<file path="config.mk">
export PLATFORM = sky130hd
export DESIGN_NAME = lsu
export DESIGN_NICKNAME = d
export VERILOG_FILES = /design/src/rtl/riscv_pkg.sv /design/src/rtl/lsu_align.sv /design/src/rtl/lsu.sv
export SDC_FILE = /design/constraint.sdc
export NUM_CORES = 1
export LEC_CHECK = 0
export BUFFER_PORTS_ARGS = -buffer_cell sky130_fd_sc_hd__buf_2
export CORE_MARGIN = 1
export CORE_UTILIZATION = 53
export DETAILED_ROUTE_END_ITERATION = 10
export PLACE_DENSITY = 0.87
export SLEW_MARGIN = 30
export SYNTH_ARGS = -nofsm -noshare
export SYNTH_HDL_FRONTEND = slang
export SYNTH_SLANG_ARGS = --single-unit
export TNS_END_PERCENT = 50
</file>
<file path="constraint.sdc">
create_clock -name clk -period 5.2 [get_ports clk]
set_input_delay 0 -clock clk [delete_from_list [all_inputs] [get_ports clk]]
set_output_delay 0 -clock clk [all_outputs]
set_load 0.02 [all_outputs]
</file>
<file path="src/rtl/riscv_pkg.sv">
// riscv_pkg: shared definitions for the load/store unit.
//   - funct3 width/sign encodings for loads and stores
//   - lsu_state_e: load/store unit FSM states
//   - lsu_op_err(): legality/alignment check for a memory op
package riscv_pkg;

  // Load funct3 encodings
  localparam logic [2:0] F3_LB  = 3'b000;
  localparam logic [2:0] F3_LH  = 3'b001;
  localparam logic [2:0] F3_LW  = 3'b010;
  localparam logic [2:0] F3_LBU = 3'b100;
  localparam logic [2:0] F3_LHU = 3'b101;

  // Store funct3 encodings
  localparam logic [2:0] F3_SB  = 3'b000;
  localparam logic [2:0] F3_SH  = 3'b001;
  localparam logic [2:0] F3_SW  = 3'b010;

  typedef enum logic [1:0] {
    LSU_IDLE = 2'd0,
    LSU_REQ  = 2'd1,
    LSU_WAIT = 2'd2,
    LSU_DONE = 2'd3
  } lsu_state_e;

  // Returns 1 when the op has an illegal funct3 or a misaligned address.
  // An op flagged as both load and store is treated as illegal.
  function automatic logic lsu_op_err(
    input logic       is_load,
    input logic       is_store,
    input logic [2:0] funct3,
    input logic [1:0] addr_lo
  );
    logic err;
    err = 1'b0;
    if (is_load && is_store) begin
      err = 1'b1;
    end else if (is_load) begin
      case (funct3)
        F3_LB, F3_LBU: err = 1'b0;
        F3_LH, F3_LHU: err = addr_lo[0];
        F3_LW:         err = (addr_lo != 2'b00);
        default:       err = 1'b1;
      endcase
    end else if (is_store) begin
      case (funct3)
        F3_SB:   err = 1'b0;
        F3_SH:   err = addr_lo[0];
        F3_SW:   err = (addr_lo != 2'b00);
        default: err = 1'b1;
      endcase
    end else begin
      err = 1'b0;
    end
    return err;
  endfunction

endpackage

</file>
<file path="src/rtl/lsu_align.sv">
// lsu_align: combinational lane handling for the load/store unit.
// Ports:
//   addr_lo    in  2   byte offset within the word
//   funct3     in  3   width/sign encoding
//   store_data in  32  raw store data (rs2)
//   rdata      in  32  raw word returned by memory
//   be         out 4   store byte enables
//   wdata      out 32  store data replicated across lanes
//   load_data  out 32  extracted and extended load result
module lsu_align
  import riscv_pkg::*;
(
  input  logic [1:0]  addr_lo,
  input  logic [2:0]  funct3,
  input  logic [31:0] store_data,
  input  logic [31:0] rdata,
  output logic [3:0]  be,
  output logic [31:0] wdata,
  output logic [31:0] load_data
);

  logic [7:0]  lane_b_s;
  logic [15:0] lane_h_s;

  // Store byte enables and lane replication
  always_comb begin
    be    = 4'b0000;
    wdata = store_data;
    case (funct3)
      F3_SB: begin
        be    = 4'b0001 << addr_lo;
        wdata = {4{store_data[7:0]}};
      end
      F3_SH: begin
        be    = 4'b0011 << addr_lo;
        wdata = {2{store_data[15:0]}};
      end
      F3_SW: begin
        be    = 4'b1111;
        wdata = store_data;
      end
      default: begin
        be    = 4'b0000;
        wdata = store_data;
      end
    endcase
  end

  // Select the addressed byte and halfword lanes of the read word
  always_comb begin
    lane_b_s = 8'h00;
    case (addr_lo)
      2'd0:    lane_b_s = rdata[7:0];
      2'd1:    lane_b_s = rdata[15:8];
      2'd2:    lane_b_s = rdata[23:16];
      2'd3:    lane_b_s = rdata[31:24];
      default: lane_b_s = 8'h00;
    endcase
    if (addr_lo[1]) begin
      lane_h_s = rdata[31:16];
    end else begin
      lane_h_s = rdata[15:0];
    end
  end

  // Sign/zero extension of the selected lane
  always_comb begin
    load_data = 32'h0000_0000;
    case (funct3)
      F3_LB:   load_data = {{24{lane_b_s[7]}}, lane_b_s};
      F3_LBU:  load_data = {24'h00_0000, lane_b_s};
      F3_LH:   load_data = {{16{lane_h_s[15]}}, lane_h_s};
      F3_LHU:  load_data = {16'h0000, lane_h_s};
      F3_LW:   load_data = rdata;
      default: load_data = 32'h0000_0000;
    endcase
  end

endmodule

</file>
<file path="src/rtl/lsu.sv">
// lsu: single-outstanding load/store unit between execute and writeback.
// Ports:
//   clk, rst                       clock, synchronous active-high reset
//   in_valid/in_ready              execute-stage op handshake
//   in_addr, in_wdata, in_funct3   effective address (or pass-through value), store data, width
//   in_is_load, in_is_store, in_rd op class (both 0 = pass-through), destination tag
//   dmem_req_valid/dmem_req_ready  memory request handshake
//   dmem_addr, dmem_wdata, dmem_we word-aligned address, lane data, byte enables (0 = read)
//   dmem_resp_valid, dmem_rdata    memory read response
//   out_valid/out_ready            writeback handshake
//   out_data, out_rd, out_err      result, tag, misaligned/illegal flag
module lsu
  import riscv_pkg::*;
#(
  parameter int DWIDTH = 32
) (
  input  logic              clk,
  input  logic              rst,
  input  logic              in_valid,
  output logic              in_ready,
  input  logic [DWIDTH-1:0] in_addr,
  input  logic [DWIDTH-1:0] in_wdata,
  input  logic [2:0]        in_funct3,
  input  logic              in_is_load,
  input  logic              in_is_store,
  input  logic [4:0]        in_rd,
  output logic              dmem_req_valid,
  input  logic              dmem_req_ready,
  output logic [DWIDTH-1:0] dmem_addr,
  output logic [DWIDTH-1:0] dmem_wdata,
  output logic [3:0]        dmem_we,
  input  logic              dmem_resp_valid,
  input  logic [DWIDTH-1:0] dmem_rdata,
  output logic              out_valid,
  input  logic              out_ready,
  output logic [DWIDTH-1:0] out_data,
  output logic [4:0]        out_rd,
  output logic              out_err
);

  lsu_state_e        state_q, state_d;
  logic [DWIDTH-1:0] addr_q, addr_d;
  logic [DWIDTH-1:0] wdata_q, wdata_d;
  logic [2:0]        funct3_q, funct3_d;
  logic              is_load_q, is_load_d;
  logic              is_store_q, is_store_d;
  logic [4:0]        rd_q, rd_d;
  logic [DWIDTH-1:0] out_data_q, out_data_d;
  logic              out_err_q, out_err_d;

  logic [3:0]        be_s;
  logic [31:0]       lane_wdata_s;
  logic [31:0]       load_data_s;

  // Lane logic always works from the captured op so the request stays stable
  lsu_align u_align (
    .addr_lo    (addr_q[1:0]),
    .funct3     (funct3_q),
    .store_data (wdata_q),
    .rdata      (dmem_rdata),
    .be         (be_s),
    .wdata      (lane_wdata_s),
    .load_data  (load_data_s)
  );

  // Next-state and datapath capture
  always_comb begin
    state_d    = state_q;
    addr_d     = addr_q;
    wdata_d    = wdata_q;
    funct3_d   = funct3_q;
    is_load_d  = is_load_q;
    is_store_d = is_store_q;
    rd_d       = rd_q;
    out_data_d = out_data_q;
    out_err_d  = out_err_q;
    case (state_q)
      LSU_IDLE: begin
        if (in_valid) begin
          addr_d     = in_addr;
          wdata_d    = in_wdata;
          funct3_d   = in_funct3;
          is_load_d  = in_is_load;
          is_store_d = in_is_store;
          rd_d       = in_rd;
          if (!in_is_load && !in_is_store) begin
            out_data_d = in_addr;
            out_err_d  = 1'b0;
            state_d    = LSU_DONE;
          end else if (lsu_op_err(in_is_load, in_is_store, in_funct3, in_addr[1:0])) begin
            // Erroring ops never reach memory
            out_data_d = '0;
            out_err_d  = 1'b1;
            state_d    = LSU_DONE;
          end else begin
            out_data_d = '0;
            out_err_d  = 1'b0;
            state_d    = LSU_REQ;
          end
        end else begin
          state_d = LSU_IDLE;
        end
      end
      LSU_REQ: begin
        if (dmem_req_ready) begin
          if (is_store_q) begin
            out_data_d = '0;
            state_d    = LSU_DONE;
          end else if (is_load_q) begin
            state_d = LSU_WAIT;
          end else begin
            state_d = LSU_IDLE;
          end
        end else begin
          state_d = LSU_REQ;
        end
      end
      LSU_WAIT: begin
        if (dmem_resp_valid) begin
          out_data_d = load_data_s;
          state_d    = LSU_DONE;
        end else begin
          state_d = LSU_WAIT;
        end
      end
      LSU_DONE: begin
        // in_ready is low here, so nothing is accepted on the way back to IDLE
        if (out_ready) begin
          state_d = LSU_IDLE;
        end else begin
          state_d = LSU_DONE;
        end
      end
      default: begin
        state_d = LSU_IDLE;
      end
    endcase
  end

  // State and captured-op registers
  always_ff @(posedge clk) begin
    if (rst) begin
      state_q    <= LSU_IDLE;
      addr_q     <= '0;
      wdata_q    <= '0;
      funct3_q   <= 3'b000;
      is_load_q  <= 1'b0;
      is_store_q <= 1'b0;
      rd_q       <= 5'd0;
      out_data_q <= '0;
      out_err_q  <= 1'b0;
    end else begin
      state_q    <= state_d;
      addr_q     <= addr_d;
      wdata_q    <= wdata_d;
      funct3_q   <= funct3_d;
      is_load_q  <= is_load_d;
      is_store_q <= is_store_d;
      rd_q       <= rd_d;
      out_data_q <= out_data_d;
      out_err_q  <= out_err_d;
    end
  end

  // Outputs decoded from registered state only
  always_comb begin
    in_ready       = (state_q == LSU_IDLE);
    dmem_req_valid = (state_q == LSU_REQ);
    dmem_addr      = {addr_q[DWIDTH-1:2], 2'b00};
    dmem_wdata     = lane_wdata_s;
    if ((state_q == LSU_REQ) && is_store_q) begin
      dmem_we = be_s;
    end else begin
      dmem_we = 4'b0000;
    end
    out_valid = (state_q == LSU_DONE);
    out_data  = out_data_q;
    out_rd    = rd_q;
    out_err   = out_err_q;
  end

endmodule

</file>
# After elaboration in Yosys (flattened, before gate mapping)
# Cells that the tools add are included.
[classes] n_eq_ne=18 n_shift=2 n_mux=31 reduce_logical=15
[op_table] operator="32-bit two-way mux" n=5
[op_table] operator="32-bit one-hot mux with 5 select lines" n=1
[op_table] operator="32-bit one-hot mux with 3 select lines" n=1
[op_table] operator="32-bit one-hot mux with 2 select lines" n=1
[op_table] operator="8-bit one-hot mux with 4 select lines" n=1
[op_table] operator="16-bit two-way mux" n=1
[op_table] operator="2-bit two-way mux" n=7
[op_table] operator="3-bit equality test, second input constant" n=4
[op_table] operator="4-bit one-hot mux with 3 select lines" n=1
[op_table] operator="1-bit two-way mux" n=9
[op_table] operator="2-bit equality test, second input constant" n=4
[op_table] operator="2-bit one-hot mux with 4 select lines" n=1
[op_table] operator="3-bit by 1-bit equality test with 1-bit output, second input constant" n=2
[op_table] operator="3-bit by 2-bit equality test with 1-bit output, second input constant" n=2
[op_table] operator="3-bit logical NOT" n=2
[op_table] operator="1-bit one-hot mux with 3 select lines" n=2
[op_table] operator="5-bit AND reduction" n=1
[op_table] operator="2-bit by 1-bit equality test with 1-bit output, second input constant" n=2
[op_table] operator="2-bit logical NOT" n=2
[op_table] operator="4-bit two-way mux" n=1
[op_table] operator="2-bit by 1-bit != test with 1-bit output, second input constant" n=2
[op_table] operator="2-bit != test, second input constant" n=2
[op_table] operator="2-bit OR reduction" n=2
[op_table] operator="1-bit by 2-bit << shifter with 4-bit output, first input constant" n=1
[op_table] operator="6 further kinds" n=9
[word_totals] reg_bits=109 input_bits=112

# Longest topological paths before layout
[depth] ltp_word=12 ltp_mapped=8 mapped_depth_nobuf=6

# Cells and area by module
# From an unflattened synthesis, not the netlist that was laid out.
[hier_totals] cells_unflattened=731 hier_area_um2=5954.5
[by_module_without_submodules] mod="lsu" n_inst=1 cells_each=543 area_per_inst_um2=4574.4 seq_area_each_um2=2182.1
[by_module_without_submodules] mod="lsu_align" n_inst=1 cells_each=188 area_per_inst_um2=1380.1 seq_area_each_um2=0.0

# Worst setup path before layout
# No wires, ideal clock.
[synth_timing] path_type="register -> register" startpoint="register state_q[1]" endpoint="register out_data_q[21], in the netlist out_data[21]" t_arrival_ns=1.651 path_slack_ns=3.422 path_stages_with_launch=8 n_path_buf=1 synth_period_minus_slack_ns=1.778 path_cell_list="dfxtp_1 inv_1 ha_1 a21bo_2 and3_1 nand4_1 buf_2 o211ai_2"
[synth_between] elab_chain_cells=3 elab_cells_between_ends=10 cone_classes="eq/ne: 6; mux: 1; reduce/logical: 3"
[synth_rtl] item="start, declared" line="lsu.sv:41" source="lsu_state_e state_q, state_d;"
[synth_rtl] item="start signal, assigned" line="lsu.sv:153" source="state_q <= state_d;"
[synth_rtl] item="2-bit by 1-bit equality test with 1-bit output *"
[synth_rtl] item="via dmem_req_valid" line="lsu.sv:27" source="output logic dmem_req_valid,"
[synth_rtl] item="2-bit by 1-bit != test with 1-bit output (no source line) or 3-bit nonzero test (tied branches)"
[synth_rtl] item="5-bit AND reduction (no source line)"
[synth_rtl] item="end signal, assigned" line="lsu.sv:160" source="out_data_q <= out_data_d;"
[synth_rtl] item="end, declared" line="lsu.sv:48" source="logic [DWIDTH-1:0] out_data_q, out_data_d;"
# Mark *: on every way through the listed nets, which the timed path passes. The rest lies on a longest branch.
# A chain may end at the register's enable or synchronous reset.

# Final worst setup path
[layout_timing] startpoint="register addr_q[1]" endpoint="register out_data_q[23], in the netlist out_data[23]"
[layout_between] elab_chain_cells=5 elab_cells_between_ends=9 cone_classes="eq/ne: 3; mux: 5; reduce/logical: 1"
[layout_rtl] item="start, declared" line="lsu.sv:42" source="logic [DWIDTH-1:0] addr_q, addr_d;"
[layout_rtl] item="start signal, assigned" line="lsu.sv:154" source="addr_q <= addr_d;"
[layout_rtl] item="2-bit equality test, or another cell as far along" line="lsu_align.sv:52" source="case (addr_lo)"
[layout_rtl] item="8-bit one-hot mux with 4 select lines" line="lsu_align.sv:52"
[layout_rtl] item="32-bit one-hot mux with 5 select lines *" line="lsu_align.sv:69" source="case (funct3)"
[layout_rtl] item="32-bit two-way mux *" line="lsu.sv:119" source="if (dmem_resp_valid) begin"
[layout_rtl] item="32-bit one-hot mux with 3 select lines *" line="lsu.sv:77" source="case (state_q)"
# Every way passes the cells marked *; elsewhere a longest branch is shown, timed or not. The select of a mux whose other input is x is not followed.

==> impl_results.md <==
- Run status: completed
- Final worst slack: 2.42 ns
- Number of global-route vias before repair: 6352
- Crit-path cells: mux2i_1, mux2i_4, a22oi_2, o211ai_2, dlygate4sd3_1
- CTS tree: built
- Clk_skew: 0.0108 ns
- Most used DFF post-synth: dfxtp_1
- Adder-Cell Fraction of Synth Area: 0.00863
- Crit path max fanout: 30
- Per-cell routed wire length: 18.5 um
- Critical Path AT: 3.11 ns
- Stages on the worst setup path: 5
- Layout cell share with drive strength beyond 1: 0.312
- Post-synthesis cell type count: 43
- Via count: 6511
- Largest family of logic cells by synthesized area: simple AND/OR/NAND/NOR gates
- Maxcap violations: 0
- RSZ-0062 raised after global routing: false
- Largest net degree at the start of global routing: 113
- CTS Root Cell: clkbuf_8
- GPL Wtd Cong: 0.921
- CTS Buf Count: 9
- LEAKAGE: 0.00350 uW
- Total track usage: 0.351
- CP peak stage delay: 0.96 ns
- Crit-path leading delay family: flip-flops
- Place WS: 2.95 ns
- Area of the multi-input gates: 3030 um2
- Die Area: 11400 um2
- Initial antenna violation count: 2
- Total grt overflow: 0
- Slew HR: 0.360
- Critical Path Sink Type: flip-flop
- Via density: 5.88
- # resized after CTS: 0
- Count of state elements after synthesis: 109
- CTS H-tree lvls: 3
- Area grow syn2layout: 36.0%
- Post-route ant nets: 0
- I/O pins: 221
- Syn Inst Count: 714
- Fill count: 695
- Final cycle utilization of the critical path: 0.536
- CP startpoint kind: flip-flop
- Clk Latency, worst-skew pair: 0.38 ns
- Reg2Reg Setup Slack: 2.42 ns
- XOR/XNOR share of the synthesized area: 0
- Slew @ Worst Pin: 0.958 ns
- Final setup fails: 0
- Crit-path slowest cell: dfxtp_1
- Max Root-Sink Buffers: 2
- CTS Sinks: 109
- Post-CTS Setup Repair Bufs: 0
- Core Region: 10500 um2
- Crit path buffers/inverters: 1
- FF-to-FF path depth: 5
- Fin. Hold Viols: 0
- Flip-flop and latch area: 2180 um2
- Mapped Avg Cell Area: 8.12 um2
- Commonest cells after routing, fill and taps aside: buf_2, nand2_1, dlygate4sd3_1
- Period minus WS final: 2.78 ns
- Fin Setup TNS: 0 ns
- EDFF count, synth: 0
- Ys async rst share: 0
- Starting density of the core: 0.554
- Row count: 37
- Mux cell area share after synthesis: 0.0581
- Drt first-iter violations: 700
- Overall routed net length: 20.4 mm
- Setup Crit Path Kind: flip-flop to flip-flop
- Clock Pin Slew Worst Setup and Hold Paths: 0.11 ns
- Post-synthesis compound-gate area fraction: 0.216
- VDD IR max: 215 uV
- Worst EP required: 5.52 ns
- Simple-gate share of the synthesized area: 0.234
- I/O Buffers: 218
- 1st-pass router iterations: 5
- Worst hold path cell count: 3
- First-pass GRT wire length: 31.5 mm
- Dpl hpwl: 11.3 mm
- Post-Synthesis Cell Area: 5800 um2
- Slew Viols, Final: 0
- Power Dens Cells: 288 nW/um2
- Commonest non-fill, non-tap cell in the layout: buf_2
- Residual DRC: 0
- Die H: 107 um
- Nets: 1080
- Post-synthesis sequential area ratio: 0.376
- Minimum hold slack: 0.0205 ns
- Synth warn: 0
- Maximum clock rate: 359 MHz
- Worst Hold Class: primary input to flip-flop
- Die W: 107 um
## per-layer routing
metal  wire length [um]  up-vias  global-route usage
li1                   -     2929                   -
met1               7550     3052               0.400
met2              10000      432               0.600
met3               1840       98              0.0894
met4               1010        0               0.186
met5                  0        -                   0
## state kept, by name, indices dropped and copies added, names as in the netlist
register    count
out_data       32
state_q         2
out_err         1
wdata_q        32
is_store_q      1
funct3_q        3
is_load_q       1
out_rd          5
addr_q         32
## worst min-delay path, delay by kind of cell
kind / cells / cell delay [ns]
AOI/OAI and AO/OA: 2 / 0.27
buffers and inverters: 1 / 0.10
## power breakdown
part           leakage (uW)  switching (uW)  internal (uW)
clock network     0.0000907             332            187
registers          0.000891            60.3            904
logic               0.00252             483            306
## path summary, 6_finish.rpt
check,startpoint,to
setup / recovery,addr_q[1]$_SDFFE_PP0P_,out_data[23]$_SDFFE_PP0P_
setup reg to reg,addr_q[1]$_SDFFE_PP0P_,out_data[23]$_SDFFE_PP0P_
hold reg to reg,addr_q[25]$_SDFFE_PP0P_,addr_q[25]$_SDFFE_PP0P_
hold / removal,dmem_rdata[7],out_data[7]$_SDFFE_PP0P_
## per-stage QoR
stage	total power, uW	util	instance area, um2	instances
global route	2360	0.754	7890	1107
CTS	2240	0.753	7880	1105
floorplan	1490	-	5800	715
global placement	1650	0.626	6550	977
detailed placement	1670	0.629	6580	978
finish	2270	0.754	7890	1107
## synth_stat cells (2+ instances only)
library cell	number	area (um2)
nand3_1	40	200
mux2i_1	10	100
a221oi_2	8	120
o21ai_0	4	20.0
dfxtp_1	109	2180
a32oi_1	2	17.5
nand2_1	175	657
ha_1	4	50.1
a21oi_1	95	475
buf_4	41	308
clkbuf_1	31	116
nand3b_1	32	240
nor2b_1	3	18.8
buf_1	9	33.8
nand2b_1	11	68.8
buf_2	12	60.1
nand4_1	2	12.5
buf_6	6	67.6
inv_1	7	26.3
and2_1	3	18.8
o211ai_2	15	188
mux2_2	17	191
nor2_1	20	75.1
a22oi_1	13	97.6
o211ai_1	18	135
a22oi_2	10	125
## cell type report
type | instances | area share
antenna | 2 | 0.000635
clock buffer | 9 | 0.0157
clock inverter | 7 | 0.00809
inverter | 7 | 0.00333
multi-input combinational | 500 | 0.384
sequential | 109 | 0.277
tap | 136 | 0.0216
timing repair buffer | 337 | 0.290
## logic make-up after synthesis
kind of cell,after synthesis
buffers and inverters,106
DFF,109
adders and majority gates,4
and+or+nand+nor,292
muxes,29
AOI/OAI and AO/OA,173
other,1
## repair_timing
action / 4_1_cts / 5_1_grt
setup endpoints to repair: 0 / 0
hold buffers: 111 / 0
endpoints found under the hold margin: 107 / 0
Power figures use the tool's default switching activity.
